[src/rtl/bep_frame_encode.sv]
// Host-loaded 12-byte register file serialised as a 96-bit LSB-first frame on serial_data/serial_clock.
// Latency: first LOW one cycle after start, busy for 192*CLK_DIV+GAP_CYCLES cycles; start while busy is dropped.
module bep_frame_encode #(
  parameter int CLK_DIV    = 4,
  parameter int GAP_CYCLES = 8
) (
  input  logic       clk,
  input  logic       reset,
  input  logic [3:0] address,
  input  logic [7:0] parallel_in,
  input  logic       write_enable,
  output logic [7:0] parallel_out,
  input  logic       start,
  output logic       busy,
  output logic       done,
  output logic       serial_data,
  output logic       serial_clock
);

  typedef enum logic [1:0] {IDLE, LOW, HIGH, GAP} state_t;

  localparam int MAXC = (CLK_DIV > GAP_CYCLES) ? CLK_DIV : GAP_CYCLES;
  localparam int CW   = $clog2(MAXC + 1);
  localparam logic [CW-1:0] DIV_LAST = CW'(CLK_DIV - 1);
  localparam logic [CW-1:0] GAP_LAST = CW'(GAP_CYCLES - 1);

  logic [7:0]    regs [12];
  logic [95:0]   snap;
  logic [95:0]   shift_q, shift_d;
  logic [CW-1:0] cnt_q, cnt_d;
  logic [6:0]    bit_q, bit_d;
  state_t        state_q, state_d;
  logic          busy_d, done_d, sclk_d, sdata_d;

  always_comb begin
    snap = '0;
    for (int i = 0; i < 12; i++) snap[i*8 +: 8] = regs[i];
  end

  assign parallel_out = (address < 4'd12) ? regs[address] : 8'h00;

  // Register file stays writable mid-frame; the shift buffer holds the frame's own copy.
  always_ff @(posedge clk) begin
    if (reset) begin
      for (int i = 0; i < 12; i++) regs[i] <= 8'h00;
    end else if (write_enable && address < 4'd12) begin
      regs[address] <= parallel_in;
    end
  end

  always_ff @(posedge clk) begin
    if (reset) begin
      state_q      <= IDLE;
      cnt_q        <= '0;
      bit_q        <= '0;
      shift_q      <= '0;
      busy         <= 1'b0;
      done         <= 1'b0;
      serial_clock <= 1'b0;
      serial_data  <= 1'b0;
    end else begin
      state_q      <= state_d;
      cnt_q        <= cnt_d;
      bit_q        <= bit_d;
      shift_q      <= shift_d;
      busy         <= busy_d;
      done         <= done_d;
      serial_clock <= sclk_d;
      serial_data  <= sdata_d;
    end
  end

  always_comb begin
    state_d = state_q;
    cnt_d   = cnt_q;
    bit_d   = bit_q;
    shift_d = shift_q;
    case (state_q)
      IDLE: begin
        if (start) begin
          state_d = LOW;
          cnt_d   = '0;
          bit_d   = '0;
          shift_d = snap;
        end
      end
      LOW: begin
        if (cnt_q == DIV_LAST) begin
          state_d = HIGH;
          cnt_d   = '0;
        end else begin
          cnt_d = cnt_q + 1'b1;
        end
      end
      HIGH: begin
        if (cnt_q == DIV_LAST) begin
          cnt_d = '0;
          if (bit_q == 7'd95) begin
            state_d = GAP;
          end else begin
            state_d = LOW;
            bit_d   = bit_q + 1'b1;
            shift_d = shift_q >> 1;
          end
        end else begin
          cnt_d = cnt_q + 1'b1;
        end
      end
      default: begin
        if (cnt_q == GAP_LAST) begin
          state_d = IDLE;
          cnt_d   = '0;
        end else begin
          cnt_d = cnt_q + 1'b1;
        end
      end
    endcase
  end

  // Outputs are decoded from the next state so they appear registered in the state they describe.
  always_comb begin
    busy_d  = (state_d != IDLE);
    sclk_d  = (state_d == HIGH);
    done_d  = (state_q == GAP) && (state_d == IDLE);
    sdata_d = 1'b0;
    case (state_d)
      LOW:     sdata_d = (state_q == LOW) ? serial_data : shift_d[0];
      HIGH:    sdata_d = serial_data;
      default: sdata_d = 1'b0;
    endcase
  end

endmodule

[config.mk]
export PLATFORM = sky130hd
export DESIGN_NAME = bep_frame_encode
export DESIGN_NICKNAME = d
export VERILOG_FILES = /design/src/rtl/bep_frame_encode.sv
export SDC_FILE = /design/constraint.sdc
export NUM_CORES = 1
export LEC_CHECK = 0
export CAP_MARGIN = 25
export CORE_MARGIN = 8
export CORE_UTILIZATION = 45
export CTS_BUF_LIST = sky130_fd_sc_hd__clkbuf_4
export CTS_CLUSTER_DIAMETER = 120
export DETAILED_ROUTE_END_ITERATION = 12
export GPL_TIMING_DRIVEN = 1
export PLACE_DENSITY = 0.72
export SLEW_MARGIN = 20
export SYNTH_ARGS = -nofsm -noshare
export SYNTH_HDL_FRONTEND = slang
export SYNTH_SLANG_ARGS = --single-unit
[constraint.sdc]
create_clock -name clk -period 3.5 [get_ports clk]
set_input_delay 0.875 -clock clk [delete_from_list [all_inputs] [get_ports clk]]
set_output_delay 0.875 -clock clk [all_outputs]
set_load 0.1 [all_outputs]
# Word level (Yosys, flattened, before mapping)
# Memories as Yosys holds them, arrays and structs flattened.
# Cells that the tools add are included.
# W data, S select, Z words.
# op_classes
add_sub_neg,2
multipliers,0
div,0
magnitude_cmp,1
n_eq_ne,12
shift,0
n_mux,29
n_bitwise,1
n_reduce_logical,10
# ops
cell,n
$mux W96,3
$pmux W96 S2,1
$mux W7,3
$mux W4,4
$mux W8,2
$pmux W7 S2,1
$mux W2,5
$ne A2 B2 Y1 const B,4
$pmux W4 S2,1
$reduce_or A8 Y1,1
$add A7 B1 Y7 const B,1
$eq A7 B7 Y1 const B,1
$mux W1,7
$eq A2 B2 Y1 const B,3
$pmux W2 S3,1
$add A4 B1 Y4 const B,1
$eq A2 B1 Y1 const B,2
$eq A4 B2 Y1 const B,1
$eq A4 B3 Y1 const B,1
$logic_not A2 Y1,2
$lt A4 B4 Y1 const B,1
$reduce_and A4 Y1,1
$reduce_bool A2 Y1,2
$logic_and A1 B1 Y1,2
other kinds (4),4
# word_totals
ff_bits,113
latchBits,0
ram_bits,96
rom_bits,0
in_bits,16
out_inout_bits,12
wordCells,65
n_memories,1
# memory_table
memory,depth,word_bits,rd,rd_ports_with_merged_regs,write_ports,line_no,text
regs,12,8,13,0,12,27,logic [7:0] regs [12];

# Depth between registers and ports, before layout
# logic_depth
depth_word,7
ltp_mapped,11
depth_no_buf,7

# Worst setup path before layout
# OpenSTA, ideal clock, no wires.
# synth_timing
path_type,input port to output port
from,input address[0]
to,output parallel_out[2]
t_arrival_ns,3.296
required_time_ns,2.625
setup_slack_ns,-0.671
stages,5
path_buffers,2
path_cell_list,buf_1 > buf_2 > mux4_2 > mux2i_1 > o22ai_1
# synth_between
elab_chain_len,2
elab_cells_between_ends,3
classes_between,order compare: 1; mux: 1; memory: 1
# synth_lines
element,line_no,text
"start, declared",9,"input logic [3:0] address,"
$mem_v2 Z12 W8 or $lt A4 B4 Y1 (tied branches),-,
$mux W8 *,40,assign parallel_out = (address < 4'd12) ? regs[address] : 8'h00;
"end, declared",12,"output logic [7:0] parallel_out,"
# Mark *: on every way between the ends. The rest lies on a longest branch, timed or not.

# Worst setup path in the final report
# layout_timing
from,input address[0]
to,output parallel_out[4]
# Same word-level chain as after synthesis.

==> impl_metrics.json <==
{
  "run_status": "complete, no violations",
  "worstSetupStartpoint": "address[0]",
  "cpPeakStageDelay_ps": 600,
  "final_area_mm2": 0.0108,
  "rsz0062_at_grt": "no",
  "arrival_ps": 2500,
  "final_cell_mix": "nor2_1 (119), dfxtp_1 (113), and2_1 (100), nor3_1 (99), edfxtp_1 (96)",
  "power_uw": 6210,
  "synthMuxAreaShare_pct": 6.85,
  "die_h_um": 159,
  "synth_fa_ha_area_share_pct": 0.814,
  "grt_pass1_wl_um": 37700,
  "path_clk_slew_ps": 60,
  "fin_crit_sh_pct": 96.5,
  "crit_family": "multiplexers",
  "worstMarginPinSlew_ps": 815,
  "synth_nets": 867,
  "insertion_delay_ps": 660,
  "synth_cell_types": 42,
  "ys_seq_elements": 209,
  "seq_area_frac_synth_pct": 55.8,
  "crit_path_max_fanout": 13,
  "first_pass_iters": 5,
  "boundaryPins": 28,
  "tritoncts.num_buffers": 53,
  "routedWlPerCell_um": 19.7,
  "finalNetCount": 904,
  "vias_per_cell": 5.83,
  "root_buffer": "clkbuf_4",
  "r2r_start": "state_q[0]$_SDFF_PP0_",
  "grt_pass1_vias": 6773,
  "hold_viol": 0,
  "fin_skew_ps": 20.2,
  "drt_iter0_drc": 679,
  "setup_viol": 0,
  "synth_top_family_by_area": "simple AND/OR/NAND/NOR gates",
  "startpoint_type": "input port",
  "rows": 52,
  "ant_nets": 0,
  "cp_num_buf_inv": 3,
  "postPlaceCellArea_mm2": 0.0101,
  "overflow": 0,
  "antenna_found_initial": 1,
  "seq_area_mm2": 0.00514,
  "holdWs_ps": 470,
  "multi_input_area_mm2": 0.00386,
  "cpMaxStageDelayCell": "mux4_2",
  "hp-start": "cnt_q[1]$_SDFFE_PP0N_",
  "syn-cell-area_mm2": 0.00922,
  "cts_max_path_buffers": 3,
  "grt_usage_pct": 18.4,
  "syn_to_final_growth_pct": 16.9,
  "initial_utilization_pct": 45.7,
  "htree_num_levels": 2,
  "dieWidth_um": 159,
  "crit_chain": "buf_2, mux4_2, mux2i_2, buf_4, o22ai_4, buf_12",
  "clock-sinks": 209,
  "min_path_type": "reg -> reg",
  "yosys.area_share.simple_pct": 20.0,
  "yosys_most_used_dff": "dfxtp_1",
  "path_class": "in -> out",
  "place_congestion": 0.871,
  "drcViolationCount": 0,
  "p_per_area_mw_per_mm2": 577,
  "fin_util_pct": 53.4,
  "synth_compound_area_share_pct": 11.9,
  "power.leakage_uw": 0.00393,
  "synth_edf_count": 96,
  "period_minus_slack_ps": 3380,
  "fmax_mhz": 296,
  "slew_violations": 0,
  "vias": 6970,
  "layout-drive-gt1-share_pct": 19.7,
  "core_mm2": 0.0202,
  "synthArstFlopShare_pct": 0,
  "crit_required_ps": 2620,
  "end_kind": "primary output",
  "fillers": 1804,
  "yosysWarnings": 0,
  "port_buffers": 27,
  "cts_tree": "done",
  "layout_commonest_cell": "nor2_1",
  "syn_avg_cell_area_um2": 10.9,
  "syn-instance-count": 845,
  "maxCapViolCount": 0,
  "synth-xor-area-share_pct": 0.665,
  "relSlewSlack_pct": 45.5,
  "finalWirelength_um": 23600,
  "vdd_drop_max_uv": 342,
  "die-area_mm2": 0.0253,
  "post-dp-hpwl_um": 15000,
  "grt_max_degree": 119
}
## state kept, by name, indices dropped and copies added (netlist names)
register	cells
bit_q	7
serial_data	1
regs	96
shift_q	96
busy	1
done	1
cnt_q	4
state_q	2
serial_clock	1
## metal layers
layer  global-route usage (%)  up-vias  part of all wire (%)
met5                        0        -                     0
met4                     6.99        0                   2.2
met3                     4.29       44                   6.8
met2                     29.0      248                    48
met1                     24.2     3438                    43
li1                         -     3240                     -
## metrics by stage
| step | worst slack (ps) | cells | setup TNS, ps |
|---|---|---|---|
| floorplan | 172 | 845 | 0 |
| global placement | -69.8 | 1095 | -108 |
| detailed placement | -88.6 | 1095 | -304 |
| CTS | 103 | 1194 | 0 |
| global route | 61.3 | 1195 | 0 |
| finish | 122 | 1195 | 0 |
## kinds of logic (layout without fill, tap and decap cells)
family	count (synthesis)	count (layout)
AO/OA/AOI/OAI	135	135
XOR/XNOR	7	7
adder cells (fa/ha/maj)	6	6
buffers and inverters	91	170
flip-flops	209	209
multiplexers	33	33
other	0	1
AND/OR/NAND/NOR	364	364
## final timing paths
kind | end | depth (start not counted) | slack [ps]
max | parallel_out[4] | 6 | 120
min | cnt_q[1]$_SDFFE_PP0N_ | 2 | 470
max reg2reg | bit_q[5]$_SDFFE_PP0P_ | 8 | 940
min reg2reg | cnt_q[1]$_SDFFE_PP0N_ | 2 | 470
## repair_timing
item | in CTS | in global routing
buffers inserted | 2 | 0
gates resized for setup | 5 | 0
endpoints found under the setup margin | 6 | 0
hold buffers | 0 | 0
## layout make-up
cell class	count	share of cell area [%]
Sequential cell	209	47.7
Clock buffer	80	5.57
Inverter	15	0.522
Multi-Input combinational cell	545	35.8
Tap cell	270	3.13
Clock inverter	17	0.848
Timing Repair Buffer	58	6.32
Antenna cell	1	0.0232
## report_power, final
group          internal, uW  switching [uW]  leakage (uW)
sequential             2810             169       0.00185
clock                  1120             972      0.000410
combinational           461             685       0.00168
## Yosys cell counts, types with 2 or more instances
cell type / n / area (um^2)
nand3_1: 3 / 15.0
ha_1: 6 / 75.1
a32oi_1: 3 / 26.3
nand2_1: 8 / 30.0
nand2b_1: 6 / 37.5
mux2i_1: 8 / 80.1
xor2_1: 5 / 43.8
o211ai_1: 2 / 15.0
nor2b_1: 4 / 25.0
edfxtp_1: 96 / 2880
a21o_1: 2 / 15.0
and3_1: 2 / 12.5
a21oi_1: 9 / 45.0
mux4_2: 24 / 541
buf_2: 18 / 90.1
xnor2_1: 2 / 17.5
or3_1: 3 / 18.8
o2111ai_1: 3 / 26.3
buf_1: 2 / 7.51
a221oi_1: 94 / 823
nand4_1: 2 / 12.5
nor2_1: 119 / 447
a31oi_1: 2 / 12.5
inv_1: 15 / 56.3
nor3_1: 99 / 495
and2_1: 101 / 632
or2_2: 14 / 87.6
o22ai_1: 8 / 50.1
dfxtp_1: 113 / 2260
clkbuf_1: 56 / 210
o21ai_0: 5 / 25.0
## worst reg2reg max path: stages, from the launching register on
cell and delay, ps:
dfxtp_1 340, inv_1 110, ha_1 320, nand4bb_1 240, a31oi_4 310, buf_12 400
o211ai_1 250, or3_1 380, a21oi_1 140
Power figures use the tool's default switching activity.
